$ cat src/rtl/processor_display_select.sv
// rtl/processor_display_select.sv - display source selector with manual step, auto-rotate and freeze
module processor_display_select #(
  parameter int WIDTH         = 32,
  parameter int NUM_CH        = 4,
  parameter int ROTATE_CYCLES = 50_000_000,
  parameter int SYNC_STAGES   = 2
) (
  input  logic                        clk,
  input  logic                        rst_n,
  input  logic [NUM_CH*WIDTH-1:0]     ch_data,
  input  logic                        step_btn,
  input  logic                        auto_en,
  input  logic                        freeze,
  output logic [WIDTH-1:0]            seg_out,
  output logic [$clog2(NUM_CH)-1:0]   ch_idx,
  output logic                        upd
);

  localparam int IW = $clog2(NUM_CH);
  localparam int CW = (ROTATE_CYCLES > 2) ? $clog2(ROTATE_CYCLES) : 1;
  localparam logic [CW-1:0] CNT_LAST = CW'(ROTATE_CYCLES - 1);
  localparam logic [IW-1:0] IDX_LAST = IW'(NUM_CH - 1);

  logic [SYNC_STAGES-1:0] sync_q;
  logic [SYNC_STAGES-1:0] vld_q;
  logic                   btn_q;
  logic                   armed_q;
  logic [CW-1:0]          cnt_q;
  logic [IW-1:0]          shown_q;
  logic                   step;
  logic                   term;
  logic                   adv;
  logic [IW-1:0]          nxt_idx;
  logic [WIDTH-1:0]       ch_arr [NUM_CH];

  for (genvar k = 0; k < NUM_CH; k++) begin : g_unpack
    assign ch_arr[k] = ch_data[k*WIDTH +: WIDTH];
  end

  // vld_q marks when the chain holds real samples; arming needs a genuine low
  // level first, so a button held through reset release never produces a step.
  assign step    = armed_q & sync_q[SYNC_STAGES-1] & ~btn_q;
  assign term    = auto_en & (cnt_q == CNT_LAST);
  assign adv     = ~freeze & (step | term);
  assign nxt_idx = (ch_idx == IDX_LAST) ? '0 : ch_idx + 1'b1;

  always_ff @(posedge clk or negedge rst_n) begin
    if (!rst_n) begin
      sync_q  <= '0;
      vld_q   <= '0;
      btn_q   <= 1'b0;
      armed_q <= 1'b0;
    end else begin
      sync_q  <= {sync_q[SYNC_STAGES-2:0], step_btn};
      vld_q   <= {vld_q[SYNC_STAGES-2:0], 1'b1};
      btn_q   <= sync_q[SYNC_STAGES-1];
      armed_q <= armed_q | (vld_q[SYNC_STAGES-1] & ~sync_q[SYNC_STAGES-1]);
    end
  end

  always_ff @(posedge clk or negedge rst_n) begin
    if (!rst_n) begin
      cnt_q <= '0;
    end else if (!freeze) begin
      if (!auto_en || adv) begin
        cnt_q <= '0;
      end else begin
        cnt_q <= cnt_q + 1'b1;
      end
    end
  end

  // shown_q is the channel currently on seg_out; upd fires when that changes.
  always_ff @(posedge clk or negedge rst_n) begin
    if (!rst_n) begin
      ch_idx  <= '0;
      shown_q <= '0;
      seg_out <= '0;
      upd     <= 1'b0;
    end else if (freeze) begin
      upd <= 1'b0;
    end else begin
      seg_out <= ch_arr[ch_idx];
      shown_q <= ch_idx;
      upd     <= (ch_idx != shown_q);
      if (adv) begin
        ch_idx <= nxt_idx;
      end
    end
  end

endmodule
$ cat config.mk
export PLATFORM = sky130hd
export DESIGN_NAME = processor_display_select
export DESIGN_NICKNAME = d
export VERILOG_FILES = /design/src/rtl/processor_display_select.sv
export SDC_FILE = /design/constraint.sdc
export NUM_CORES = 1
export LEC_CHECK = 0
export ABC_AREA = 1
export ABC_CLOCK_PERIOD_IN_PS = 3300
export CAP_MARGIN = 20
export CORE_MARGIN = 4
export CORE_UTILIZATION = 25
export CTS_CLUSTER_DIAMETER = 80
export DETAILED_ROUTE_END_ITERATION = 7
export SYNTH_ARGS = -nofsm -noshare
export SYNTH_HDL_FRONTEND = slang
export SYNTH_SLANG_ARGS = --single-unit
export TNS_END_PERCENT = 20
$ cat constraint.sdc
create_clock -name clk -period 3.3 [get_ports clk]
set_input_delay 0.66 -clock clk [delete_from_list [all_inputs] [get_ports clk]]
set_output_delay 0.66 -clock clk [all_outputs]
set_load 0.02 [all_outputs]
==> Word-level counts from Yosys, hierarchy flattened <==
Cells that the tools add are included.
{ "op_classes": {"reduce_logical": 3, "eq_ne": 3, "bitwise_logic": 11, "add_sub_neg": 2, "magnitude_cmp": 1, "muxes": 6} }
{ "op_table": {"columns": ["op", "n"], "rows": [
  ["32-bit binary-select mux with 2-bit select", 1],
  ["32-bit 2-to-1 mux", 2],
  ["26-bit by 1-bit adder with 26-bit output, second input constant", 1],
  ["26-bit == test, second input constant", 1],
  ["26-bit 2-to-1 mux", 1],
  ["1-bit AND", 5],
  ["3-bit >= comparator, second input constant", 1],
  ["1-bit inverter", 3],
  ["2-bit inverter with 3-bit output", 1],
  ["2-bit by 1-bit adder with 2-bit output, second input constant", 1],
  ["2-bit == test, second input constant", 1],
  ["2-bit 2-to-1 mux", 1],
  ["2-bit inequality test", 1],
  ["1-bit bitwise OR", 2],
  ["2-bit AND reduction", 1],
  ["1-bit logical NOT", 1],
  ["1-bit logical OR", 1],
  ["1-bit 2-to-1 mux", 1]
]} }
{ "word_totals": {"inputBits": 133, "register_bits": 69, "wordCells": 35} }

==> Longest topological paths before layout <==
Gate-level depths: netlist (run 1).
{ "depth": {"word_depth": 6, "ltp_mapped": 11} }

==> Worst setup path after synthesis (run 1) <==
OpenSTA, ideal clock, no wires.
{ "synth_path": {"path_type": "input port to flip-flop", "start": "input freeze", "end": "register cnt_q[8]", "required_time_ns": 3.180, "setup_ns": 0.120, "arrival_time_ns": 1.450, "n_path_buf": 1, "path_stages": 6, "path_slack_ns": 1.730, "cell_sequence": "buf_2 nor2_1 nand2_1 nor3_1 xor2_1 nor2_2"} }
{ "synth_via": {"elab_chain_cells": 4} }
{ "synth_rtl": {"columns": ["element", "line_no", "source"], "rows": [
  ["start: declaration", "13", "input logic freeze,"],
  ["1-bit inverter (no source line)", null, null],
  ["1-bit AND", "44", "assign adv = ~freeze & (step | term);"],
  ["1-bit logical OR", "65", "if (!auto_en || adv) begin"],
  ["26-bit 2-to-1 mux", "65", null],
  ["end signal: assignment", "68", "cnt_q <= cnt_q + 1'b1;"],
  ["end: declaration", "28", "logic [CW-1:0] cnt_q;"]
]} }
Parallel ways exist; a longest one is shown, timed or not.
A chain may end at the register's enable or synchronous reset.

==> Worst setup path in the final report (run 1) <==
{ "layout_path": {"start": "register ch_idx[0]", "end": "output ch_idx[0]"} }
{ "layout_lines": {"columns": ["element", "line_no", "source"], "rows": [
  ["start: declaration", "15", "output logic [$clog2(NUM_CH)-1:0] ch_idx,"],
  ["start signal: assignment", "87", "ch_idx <= nxt_idx;"]
]} }
No word-level cell between the ends.

==> run metrics, run 1 <==
vias in the first global route=4,237; Total Power=4.32 mW; Critical-path top delay cell=dfrtp_2; syn avg cell area=7.13 um^2; outcome=finished clean; Lkg Pwr=2.61 nW; first-pass GRT wire length=21.6 mm; DRT iter0 DRCs=146; Root Driver=clkbuf_16; routed wire length per instance=14.2 um; worst min path class=register to register; Yosys cell types=35; clock transition at the registers of the reported paths=0.06 ns; Synth Instances=585; RSZ-0062 raised after global routing=false; Fill cells=1,735; DRT Pass-1 Iters=4; pwr/cell area=679 nW/um^2; worst skew pair latency=0.33 ns; Post-CTS Setup Bufs=0; Fin Setup TNS=0 ns; most frequent cells in the layout=195 x nor2_1, 166 x clkdlybuf4s50_1, 71 x nand2_1; clock tree buffer depth=2; CP Cell Sequence=clkdlybuf4s50_1; largest net degree at the start of global routing=70; H-tree lvl count=3; clock sinks=69; commonest non-fill, non-tap cell in the layout=nor2_1; Tcrit/Tclk final=0.741; Slew HR=0.396; Die Span Y=137 um; cell row count=46; Placed Instances=945; I/O Buffers=167; Netlist Area Pre-Place=4170 um^2; post-cts sizing count=0; CP peak stage delay=0.72 ns; Synth Warn #=0; Max Clock Skew=0.00468 ns; gr ovfl total=0; Final Hold Viols=0; RePlAce Congestion=0.836; diode count=0; Worst Setup End Kind=output port; crit path time final=2.45 ns; design area=6360 um^2; Crit path required time=2.64 ns; Synth Register Bits=69; Starting Density=0.259; WP buf/inv=1; Area contributors post-synth=dfrtp_1 41%, nor2_1 18%, o21ai_0 8.3%; CORE AREA=16,100 um^2; post-route antenna net violation count=0; I/O Pins=168; crit start category=register; Synth top area share=0.414; sequential share of the synthesized area=0.414; Peak supply drop=334 uV; DIE WIDTH=137 um; kind of critical path=register to output port; worst slew pin tran=0.907 ns; Cell Area, Placed=6010 um^2; post-synth top area cell=dfrtp_1; Post-DP HPWL=10.1 mm; fin cells=961; nets=875; drt total wl=13.6 mm; max-slew violation count=0; area added between synthesis and finish=52.5%; cts hold-fix bufs=0; Max-cap violations=0; initial antenna violation count=0; Syn Nets=720; crit path DAT=1.79 ns; Vias=4,238; CP top delay family=flip-flops; worst hold slack=0.348 ns; vias per cell=4.41; critical-path maximum fanout=25; Post-route DRC=0; Max Fclk=409 MHz; share of post-route cells with drive strength above 1=0.0805; GR Util All Layers=0.148; Final Setup Violations=0; number of CTS-inserted buffers=9; CTS tree=yes; DIE AREA=18,800 um^2
-- worst paths after layout --
check,from,end,slack [ns],depth (start not counted)
min in group asynchronous,rst_n,ch_idx[1],0.46,1
max,ch_idx[0],ch_idx[0],0.85,1
max reg2reg,ch_idx[0],seg_out[21],1.41,4
min,vld_q[0],vld_q[1],0.35,0
min reg2reg,vld_q[0],vld_q[1],0.35,0
max in group asynchronous,rst_n,ch_idx[0],2.22,1
-- registers in the layout, indices dropped and copies added (netlist names) --
name     flops
ch_idx       2
cnt_q       26
btn_q        1
shown_q      2
armed_q      1
seg_out     32
upd          1
vld_q        2
sync_q       2
-- Yosys cell counts (all sizes together) --
library cell and count:
a21oi 1, a31oi 32, and2 1, and3 2, buf 23, clkbuf 9, conb 1, dfrtp 69
ha 2, inv 36, mux2i 1, nand2 75, nand3 16, nand3b 3, nand4 6, nor2 217
nor3 3, o21ai 69, o21bai 2, o22ai 1, or2 1, xnor2 7, xor2 8
-- where the power goes --
| part | leakage [nW] | internal [mW] | switching (mW) |
|---|---|---|---|
| combinational | 1.60 | 0.855 | 1.06 |
| clock | 0.165 | 0.757 | 0.378 |
| sequential | 0.846 | 1.07 | 0.198 |
| total | 2.61 | 2.68 | 1.63 |
-- metrics by stage --
step,setup WS (ns),utilization
2_1_floorplan,1.73,-
3_3_place_gp,0.796,0.373
3_5_place_dp,0.771,0.373
4_1_cts,0.796,0.395
5_1_grt,0.751,0.395
6_report,0.855,0.395
-- area by class of cell --
type	count	area [um^2]	share of cell area
Multi-Input combinational cell	448	2140	0.336
Timing Repair Buffer	176	1740	0.273
Sequential cell	69	1730	0.272
Tap cell	216	270	0.0425
Clock buffer	10	239	0.0376
Inverter	36	138	0.0216
Clock inverter	6	110	0.0173
-- logic make-up (layout without fill, tap and decap cells) --
logic type	after synthesis	after routing	share of synthesized area
simple gates	324	324	0.335
other cells	1	1	0.000899
buf+inv	68	228	0.0729
compound gates	105	105	0.137
mux	1	1	0.00240
fa+ha+maj	2	2	0.00600
flops	69	69	0.414
xor+xnor	15	15	0.0315
-- per-layer routing --
layer	routed length, um	vias up	GRT usage
met3	1210	20	0.0555
met2	6350	142	0.244
li1	-	2187	-
met1	5760	1889	0.176
met5	0	-	0
met4	300	0	0.0560
Note: power is estimated with default switching activity, not from simulation.
==> inputs of run 2 (changes only) <==
--- a/config.mk
+++ b/config.mk
@@ -6,7 +6,7 @@
 export NUM_CORES = 1
 export LEC_CHECK = 0
 export ABC_AREA = 1
-export ABC_CLOCK_PERIOD_IN_PS = 3300
+export ABC_CLOCK_PERIOD_IN_PS = 2400
 export CAP_MARGIN = 20
 export CORE_MARGIN = 4
 export CORE_UTILIZATION = 25
==> constraint.sdc (replaced) <==
create_clock -name clk -period 2.4 [get_ports clk]
set_input_delay 0.48 -clock clk [delete_from_list [all_inputs] [get_ports clk]]
set_output_delay 0.48 -clock clk [all_outputs]
set_load 0.02 [all_outputs]
==> run 2 against run 1 <==
Effect of this change: non-clock buffer count decreased by 1; core utilization decreased by 0.36 points; global-route usage increased by 0.056 points; worst hold slack got worse by 0.058 ns; first-iteration DRC count increased by 27%; total power increased by 31%; sequential power increased by 35%; sequential share of layout area increased by 0.25 points; critical path type unchanged.
==> run metrics, run 2 (synthesis gave the netlist of run 1 again) <==
I/O Pins=168 (unchanged); Post-DP HPWL=10.2 mm (was 10.1 mm); Post-CTS Setup Bufs=0 (unchanged); post-route antenna net violation count=0 (unchanged); DIE WIDTH=137 um (unchanged); CP Cell Sequence=clkdlybuf4s50_1 (unchanged); drt total wl=13.6 mm (about the same); crit path DAT=1.61 ns (was 1.79 ns); Max Fclk=477 MHz; Final WS setup=0.306 ns (was 0.855 ns); Final Hold Viols=0 (unchanged); kind of critical path=register to output port (unchanged); worst skew pair latency=0.34 ns (was 0.33 ns); worst slew pin tran=0.930 ns (was 0.907 ns); max-slew violation count=0 (unchanged); Crit path required time=1.92 ns (was 2.64 ns); WP buf/inv=1 (unchanged); CP peak stage delay=0.69 ns (was 0.72 ns); crit start category=register (unchanged); critical-path maximum fanout=7 (was 25); crit path time final=2.09 ns; share of post-route cells with drive strength above 1=0.0768 (was 0.0805); Max-cap violations=0 (unchanged); Vias=4,225 (was 4,238); I/O Buffers=167 (unchanged); H-tree lvl count=3 (unchanged); worst min path class=primary input to asynchronous set/reset pin (was register to register); clock tree buffer depth=2 (unchanged); number of flip-flops in the largest register=32 (unchanged); number of CTS-inserted buffers=9 (unchanged); cts hold-fix bufs=0 (unchanged); post-cts sizing count=0 (unchanged); Max Clock Skew=0.00521 ns (was 0.00468 ns); RePlAce Congestion=0.831 (was 0.836); final core utilization=0.391 (was 0.395); Tcrit/Tclk final=0.873; initial antenna violation count=0 (unchanged); Slew HR=0.380 (was 0.396); Critical-path top delay cell=clkdlybuf4s50_1 (was dfrtp_2); flip-flop and latch area=1730 um^2 (unchanged); Multi-input gate area=2140 um^2 (unchanged); RSZ-0062 raised after global routing=false (unchanged); vias in the first global route=3,997 (was 4,237); Worst Setup End Kind=output port (unchanged); Starting Density=0.259 (unchanged); pwr/cell area=896 nW/um^2 (was 679 nW/um^2); first-pass GRT wire length=21.5 mm (was 21.6 mm); CTS tree=yes (unchanged); routed wire length per instance=14.2 um (about the same); diode count=0 (unchanged); Fin Setup TNS=0 ns (unchanged); Placed Instances=944 (was 945); nets=874 (was 875); Top reg by flops=seg_out (unchanged); GR Util All Layers=0.149 (was 0.148); commonest non-fill, non-tap cell in the layout=nor2_1 (unchanged); area added between synthesis and finish=51.1% (was 52.5%); gr ovfl total=0 (unchanged); Post-route DRC=0 (unchanged); largest net degree at the start of global routing=70 (unchanged); DRT Pass-1 Iters=5 (was 4); CORE AREA=16,100 um^2 (unchanged); Lkg Pwr=2.59 nW (was 2.61 nW); Root Driver=clkbuf_16 (unchanged); Die Span Y=137 um (unchanged); Final Setup Violations=0 (unchanged); Fill cells=1,707 (was 1,735); Setup WS pre-CTS=0.275 ns (was 0.771 ns); most frequent cells in the layout=195 x nor2_1, 166 x clkdlybuf4s50_1, 71 x nand2_1 (unchanged); DRT iter0 DRCs=186 (was 146); CP top delay family=buffers and inverters (was flip-flops); clock transition at the registers of the reported paths=0.05 ns (was 0.06 ns); cell row count=46 (unchanged); Peak supply drop=353 uV (was 334 uV); clock sinks=69 (unchanged); vias per cell=4.41 (about the same); Largest regs=seg_out: 32 flops, cnt_q: 26 flops (unchanged); outcome=finished clean (unchanged); fin cells=958 (was 961); DIE AREA=18,800 um^2 (unchanged)
==> run 2: cell count changes in the layout (fill, tap and decap cells not counted) <==
cell        change
clkinvlp_4      -2
buf_12          +1
buf_4           -2
clkbuf_8        +3
bufinv_16       -3
==> run 2: stage by stage <==
| stage | area (um^2) | total power, mW | hold WS [ns] |
|---|---|---|---|
| global placement | 6020 | 4.42 | 0.333 |
| global route | 6300 | 6.09 | 0.350 |
| CTS | 6300 | 5.77 | 0.323 |
| detailed placement | 6020 | 4.45 | 0.337 |
| finish | 6300 | 5.65 | 0.290 |
| floorplan | 4170 | 3.21 | 0.184 |
==> run 2: layout make-up <==
type                       instances  area share
clock buffer                      13      0.0445
clock inverter                     1    0.000794
inverter                          36      0.0218
multi-input combinational        448       0.340
sequential                        69       0.274
tap                              216      0.0429
timing repair buffer             175       0.276
==> run 2: path summary, 6_finish.rpt <==
check / slack (ns) / start / to / cells after the start
max: 0.31 / ch_idx[1] / ch_idx[1] / 1
max reg2reg: 0.72 / cnt_q[0] / cnt_q[16] / 10
min in group clk: 0.35 / sync_q[0] / sync_q[1] / 0
min reg2reg: 0.35 / sync_q[0] / sync_q[1] / 0
max in group asynchronous: 1.46 / rst_n / ch_idx[0] / 1
min: 0.29 / rst_n / btn_q / 1
==> run 2: power breakdown <==
part           internal, mW  total [mW]  switching [mW]
logic                  1.18        2.64            1.47
registers              1.48        1.72           0.248
clock network         0.799        1.28           0.483
total                  3.45        5.65            2.20
==> run 2: layer usage <==
metal,GRT usage,share of wire,vias up
met5,0,0,-
met4,0.0399,0.016,0
met3,0.0767,0.11,23
met2,0.239,0.47,144
met1,0.175,0.41,1877
li1,-,-,2181
